===== src/rtl/ram_burst_reader.sv =====
// Burst reader: streams burst_len words from an external 1-cycle-latency RAM into a
// 2-entry output FIFO. Optional checksum output enabled with RAM_BURST_READER_CHECKSUM_EN.
module ram_burst_reader #(
  parameter int DATA  = 16,
  parameter int DEPTH = 16,
  localparam int AW   = $clog2(DEPTH)
) (
  input  logic            clk,
  input  logic            reset,
  input  logic            start,
  input  logic [AW-1:0]   start_addr,
  input  logic [AW:0]     burst_len,
  output logic            busy,
  output logic            done,
  output logic            mem_rd_en,
  output logic [AW-1:0]   mem_rd_addr,
  input  logic [DATA-1:0] mem_rd_data,
  output logic            m_valid,
  input  logic            m_ready,
  output logic [DATA-1:0] m_data
`ifdef RAM_BURST_READER_CHECKSUM_EN
  ,output logic [DATA-1:0] checksum
`endif
);

  // Stream handshake: a word transfers on a rising edge where m_valid && m_ready;
  // m_valid never drops and m_data never changes until that transfer happens.

  typedef enum logic [1:0] {IDLE, READ, DRAIN} state_t;

  state_t          state;
  logic [AW:0]     issue_left;
  logic [AW:0]     out_left;
  logic            rd_pend;
  logic [DATA-1:0] fifo_mem [2];
  logic            rd_ptr;
  logic            wr_ptr;
  logic [1:0]      count;
  logic            pop;
  logic            push;
  logic            start_accept;
  logic [AW:0]     len_sat;
  logic [AW-1:0]   addr_inc;
  logic [2:0]      occ;

  assign m_valid      = (count != 2'd0);
  assign m_data       = fifo_mem[rd_ptr];
  assign pop          = m_valid & m_ready;
  assign push         = rd_pend;
  assign start_accept = (state == IDLE) && start && (burst_len != '0);
  assign len_sat      = (burst_len > (AW+1)'(DEPTH)) ? (AW+1)'(DEPTH) : burst_len;
  assign addr_inc     = (mem_rd_addr == AW'(DEPTH - 1)) ? '0 : mem_rd_addr + AW'(1);

  // Words buffered or still on their way back, less the one leaving this cycle;
  // a new strobe is allowed only if it is sure to find a free FIFO slot.
  assign occ       = {1'b0, count} + {2'b00, rd_pend} - {2'b00, pop};
  assign mem_rd_en = (state == READ) && (occ < 3'd2);

  always_ff @(posedge clk) begin
    if (reset) begin
      state       <= IDLE;
      issue_left  <= '0;
      out_left    <= '0;
      rd_pend     <= 1'b0;
      fifo_mem[0] <= '0;
      fifo_mem[1] <= '0;
      rd_ptr      <= 1'b0;
      wr_ptr      <= 1'b0;
      count       <= 2'd0;
      busy        <= 1'b0;
      done        <= 1'b0;
      mem_rd_addr <= '0;
    end else begin
      done    <= 1'b0;
      rd_pend <= mem_rd_en;
      if (push) begin
        fifo_mem[wr_ptr] <= mem_rd_data;
        wr_ptr           <= ~wr_ptr;
      end
      if (pop) begin
        rd_ptr   <= ~rd_ptr;
        out_left <= out_left - (AW+1)'(1);
      end
      count <= count + 2'(push) - 2'(pop);

      case (state)
        IDLE: begin
          if (start_accept) begin
            mem_rd_addr <= start_addr;
            issue_left  <= len_sat;
            out_left    <= len_sat;
            busy        <= 1'b1;
            state       <= READ;
          end
        end
        READ: begin
          if (mem_rd_en) begin
            mem_rd_addr <= addr_inc;
            issue_left  <= issue_left - (AW+1)'(1);
            if (issue_left == (AW+1)'(1)) state <= DRAIN;
          end
        end
        DRAIN: begin
          if (pop && out_left == (AW+1)'(1)) begin
            busy  <= 1'b0;
            done  <= 1'b1;
            state <= IDLE;
          end
        end
        default: state <= IDLE;
      endcase
    end
  end

`ifdef RAM_BURST_READER_CHECKSUM_EN
  always_ff @(posedge clk) begin
    if (reset || start_accept) checksum <= '0;
    else if (pop)              checksum <= checksum + m_data;
  end
`endif

endmodule


===== config.mk =====
export PLATFORM = sky130hd
export DESIGN_NAME = ram_burst_reader
export DESIGN_NICKNAME = d
export VERILOG_FILES = /design/src/rtl/ram_burst_reader.sv
export SDC_FILE = /design/constraint.sdc
export NUM_CORES = 1
export LEC_CHECK = 0
export CAP_MARGIN = 20
export CORE_MARGIN = 2
export CORE_UTILIZATION = 50
export DETAILED_ROUTE_END_ITERATION = 16
export PLACE_DENSITY = 0.78
export SLEW_MARGIN = 20
export SYNTH_ARGS = -nofsm -noshare
export SYNTH_HDL_FRONTEND = slang
export SYNTH_SLANG_ARGS = --single-unit

===== constraint.sdc =====
create_clock -name clk -period 4.1 [get_ports clk]
set_clock_uncertainty 0.15 [all_clocks]
set_input_delay 1.025 -clock clk [delete_from_list [all_inputs] [get_ports clk]]
set_output_delay 1.025 -clock clk [all_outputs]
set_load 0.05 [all_outputs]

==> impl_metrics.env <==
export IMPL_antenna_found_initial=0
export IMPL_drv_slew=0
export IMPL_grt_pass1_wl_mm=8.590
export IMPL_start_kind="primary input"
export IMPL_fmax_mhz=267.3
export IMPL_crit_fanout=2
export IMPL_p_clk_share_pct=16.0
export IMPL_io_pins=53
export IMPL_cts_buffers=5
export IMPL_vias=1960
export IMPL_syn_avg_cell_area_um2=11.19
export IMPL_grt_max_degree=26
export IMPL_whs_path_depth=2
export IMPL_finalWirelength_mm=5.318
export IMPL_wl_per_cell_um=14.69
export IMPL_drtPass1Iterations=4
export IMPL_final_hold_violation_count=0
export IMPL_rr_startpoint="count[1]"
export IMPL_clockRootBuffer="clkbuf_8"
export IMPL_dp_hpwl_mm=3.650
export IMPL_p_leak_uw=0.001262
export IMPL_syn_nets=276
export IMPL_drt_iter0_drc=76
export IMPL_viasPerCell=5.414
export IMPL_maxCapViolCount=0
export IMPL_placed_cell_area_um2=3282
export IMPL_p_int_uw=1145
export IMPL_layout_nets=327
export IMPL_r2r_cells=9
export IMPL_peakVddDrop_uv=268.6
export IMPL_finalPower_uw=1882
export IMPL_grt_pass1_vias=1875
export IMPL_ys_top_cells_by_area="edfxtp_1, dfxtp_1, and2_1, mux2_2, ha_1"
export IMPL_period_minus_slack_ns=3.741
export IMPL_sw_frac_of_total_pct=39.18
export IMPL_track_usage_pct=18.32
export IMPL_grt_setup_unrepaired="no"
export IMPL_p_comb_share_pct=42.8
export IMPL_async_reset_ff_share_pct=0
export IMPL_clk_pin_slew_ns=0.10
export IMPL_ys_ff_latch=56
export IMPL_final_cell_mix="clkdlybuf4s50_1, and2_1, edfxtp_1"
export IMPL_synth_cell_type_count=47
export IMPL_holdWs_ns=0.3408
export IMPL_final_common_cell="clkdlybuf4s50_1"
export IMPL_synth_flop_cell="edfxtp_1"
export IMPL_num_antenna_cells=0
export IMPL_cts_tree="done"
export IMPL_min_path_type="reg -> reg"
export IMPL_row_count=26
export IMPL_min_delay_worst_endpoint="busy"
export IMPL_max_slew_margin_rel_pct=50.06
export IMPL_finalSetupTns_ns=0
export IMPL_ys_warn_count=0
export IMPL_numClockSinks=56
export IMPL_design_core_area_um2=5140
export IMPL_synth_area_leader_cell="edfxtp_1"
export IMPL_crit_chain="dlymetal6s2s_1 > o21a_1 > nand2b_1 > nand2_1 > ha_2 > fa_2 > nand3b_1 > inv_2 > buf_12"
export IMPL_worstReg2RegEnd="issue_left[3]"
export IMPL_post_cts_repair_setup_buffers=0
export IMPL_postCtsHoldBufs=0
export IMPL_tightest_slew_ns=0.7481
export IMPL_cp_end_kind="output port"
export IMPL_netlist_instances=240
export IMPL_clockBufferDepth=2
export IMPL_cp_arrival_ns=2.57
export IMPL_min_period_over_period_pct=91.25
export IMPL_power_switching_uw=737.2
export IMPL_grt_ovfl_total=0
export IMPL_cp_top_family="adder cells"
export IMPL_utilization_pct=65.87
export IMPL_setup_viol=0
export IMPL_syn_area_um2=2686
export IMPL_power_density_nw_per_um2=555.8
export IMPL_hp_start="busy"
export IMPL_clock_latency_ns=0.31
export IMPL_critPathRequiredTime_ns=2.92
export IMPL_synth_enable_flop_cells=32
export IMPL_fp_dieH_um=77.30
export IMPL_status="finished clean"
export IMPL_synth_top_cell_area_share_pct=35.77
export IMPL_seq_power_share_pct=41.3
export IMPL_place_congestion=0.8347
export IMPL_drive_above_1_share_pct=14.73
export IMPL_path_buf_inv=3
export IMPL_area_growth_pct=26.04
export IMPL_fill_cells=427
export IMPL_crit_slowest_cell="fa_2"
export IMPL_criticalPathCategory="in -> out"
export IMPL_drc=0
export IMPL_rrSetupSlack_ns=1.43
export IMPL_cpPeakStageDelay_ns=0.46
export IMPL_ant_nets=0
export IMPL_numPortBuffers=52
export IMPL_die_area_um2=5975
export IMPL_dieWidth_um=77.30
export IMPL_htree_levels=2
export IMPL_fin_area_um2=3386
export IMPL_yosysSeqAreaShare_pct=53.66
export IMPL_start_util_pct=52.26
## flip-flops by register name (all words and copies together) (netlist names), named ones only
register	count
fifo_mem	32
issue_left	5
out_left	5
mem_rd_addr	4
count	2
state	2
busy	1
done	1
push	1
rd_ptr	1
wr_ptr	1
## what timing repair did
| item | 4_1_cts | 5_1_grt |
|---|---|---|
| setup endpoints to repair | 0 | 1 |
| gates resized for setup | 0 | 5 |
| endpoints found under the hold margin | 0 | 0 |
## cell usage after synthesis (all sizes together), types with 2 or more instances
library cell / n
a221oi: 3
or2: 3
o2111ai: 2
a31o: 2
a21o: 2
or3: 2
ha: 6
nor3: 3
nand2: 13
a21oi: 11
and3: 3
dfxtp: 24
a311oi: 2
xnor2: 4
o32ai: 2
nor2: 8
nand2b: 5
edfxtp: 32
nor2b: 3
and2: 33
xor2: 2
clkbuf: 9
a211oi: 5
buf: 5
nand3: 3
inv: 14
o21ai: 7
o211ai: 2
nor4b: 2
mux2: 16
## per-stage QoR
stage,setup WS (ns),cells
after floorplan,0.1706,240
after global placement,0.06035,354
after detailed placement,0.02860,354
after CTS,0.01968,362
after global routing,0.2249,362
final,0.3587,362
## power groups by stage
stage	Sequential [uW]	Combinational (uW)	Clock (uW)
global placement	781	786	0
floorplan	788	544	0
global route	791	860	322
CTS	775	803	304
finish	776	805	301
detailed placement	785	798	0
## layout make-up
| class | count | area, um2 | area share, % |
|---|---|---|---|
| sequential | 56 | 1441 | 42.57 |
| multi-input combinational | 156 | 1137 | 33.59 |
| timing repair buffer | 58 | 578.1 | 17.07 |
| tap | 70 | 87.58 | 2.587 |
| clock buffer | 6 | 72.57 | 2.143 |
| inverter | 14 | 52.55 | 1.552 |
| clock inverter | 2 | 16.27 | 0.4804 |
## tightest hold or removal path, cell delays in order (launching register included)
cell and delay, ns:
dfxtp_1 0.32, o21ai_0 0.07, a21oi_1 0.06
## per-layer routing
metal	vias to the layer above	wire [um]	global-route usage (%)
li1	953	-	-
met5	-	0	0
met2	72	2678	32.43
met1	925	2194	21.49
met4	0	116	7.857
met3	10	329	3.647
## cells by family after synthesis
logic type | Yosys count | synth area share [%]
simple gates | 81 | 16.91
mux | 17 | 7.080
fa+ha+maj | 7 | 3.540
flops | 56 | 53.66
xor+xnor | 6 | 1.956
buf+inv | 28 | 4.471
compound gates | 45 | 12.39
## how the worst max path moves through the flow
stage,start,endpoint,slack (ns),cells past startpoint
floorplan,m_ready,mem_rd_en,0.17,9
global placement,m_ready,mem_rd_en,0.06,10
detailed placement,m_ready,mem_rd_en,0.03,10
CTS,m_ready,mem_rd_en,0.02,10
global route,m_ready,mem_rd_en,0.22,10
finish,m_ready,mem_rd_en,0.36,9
Note: power is estimated with default switching activity, not from simulation.
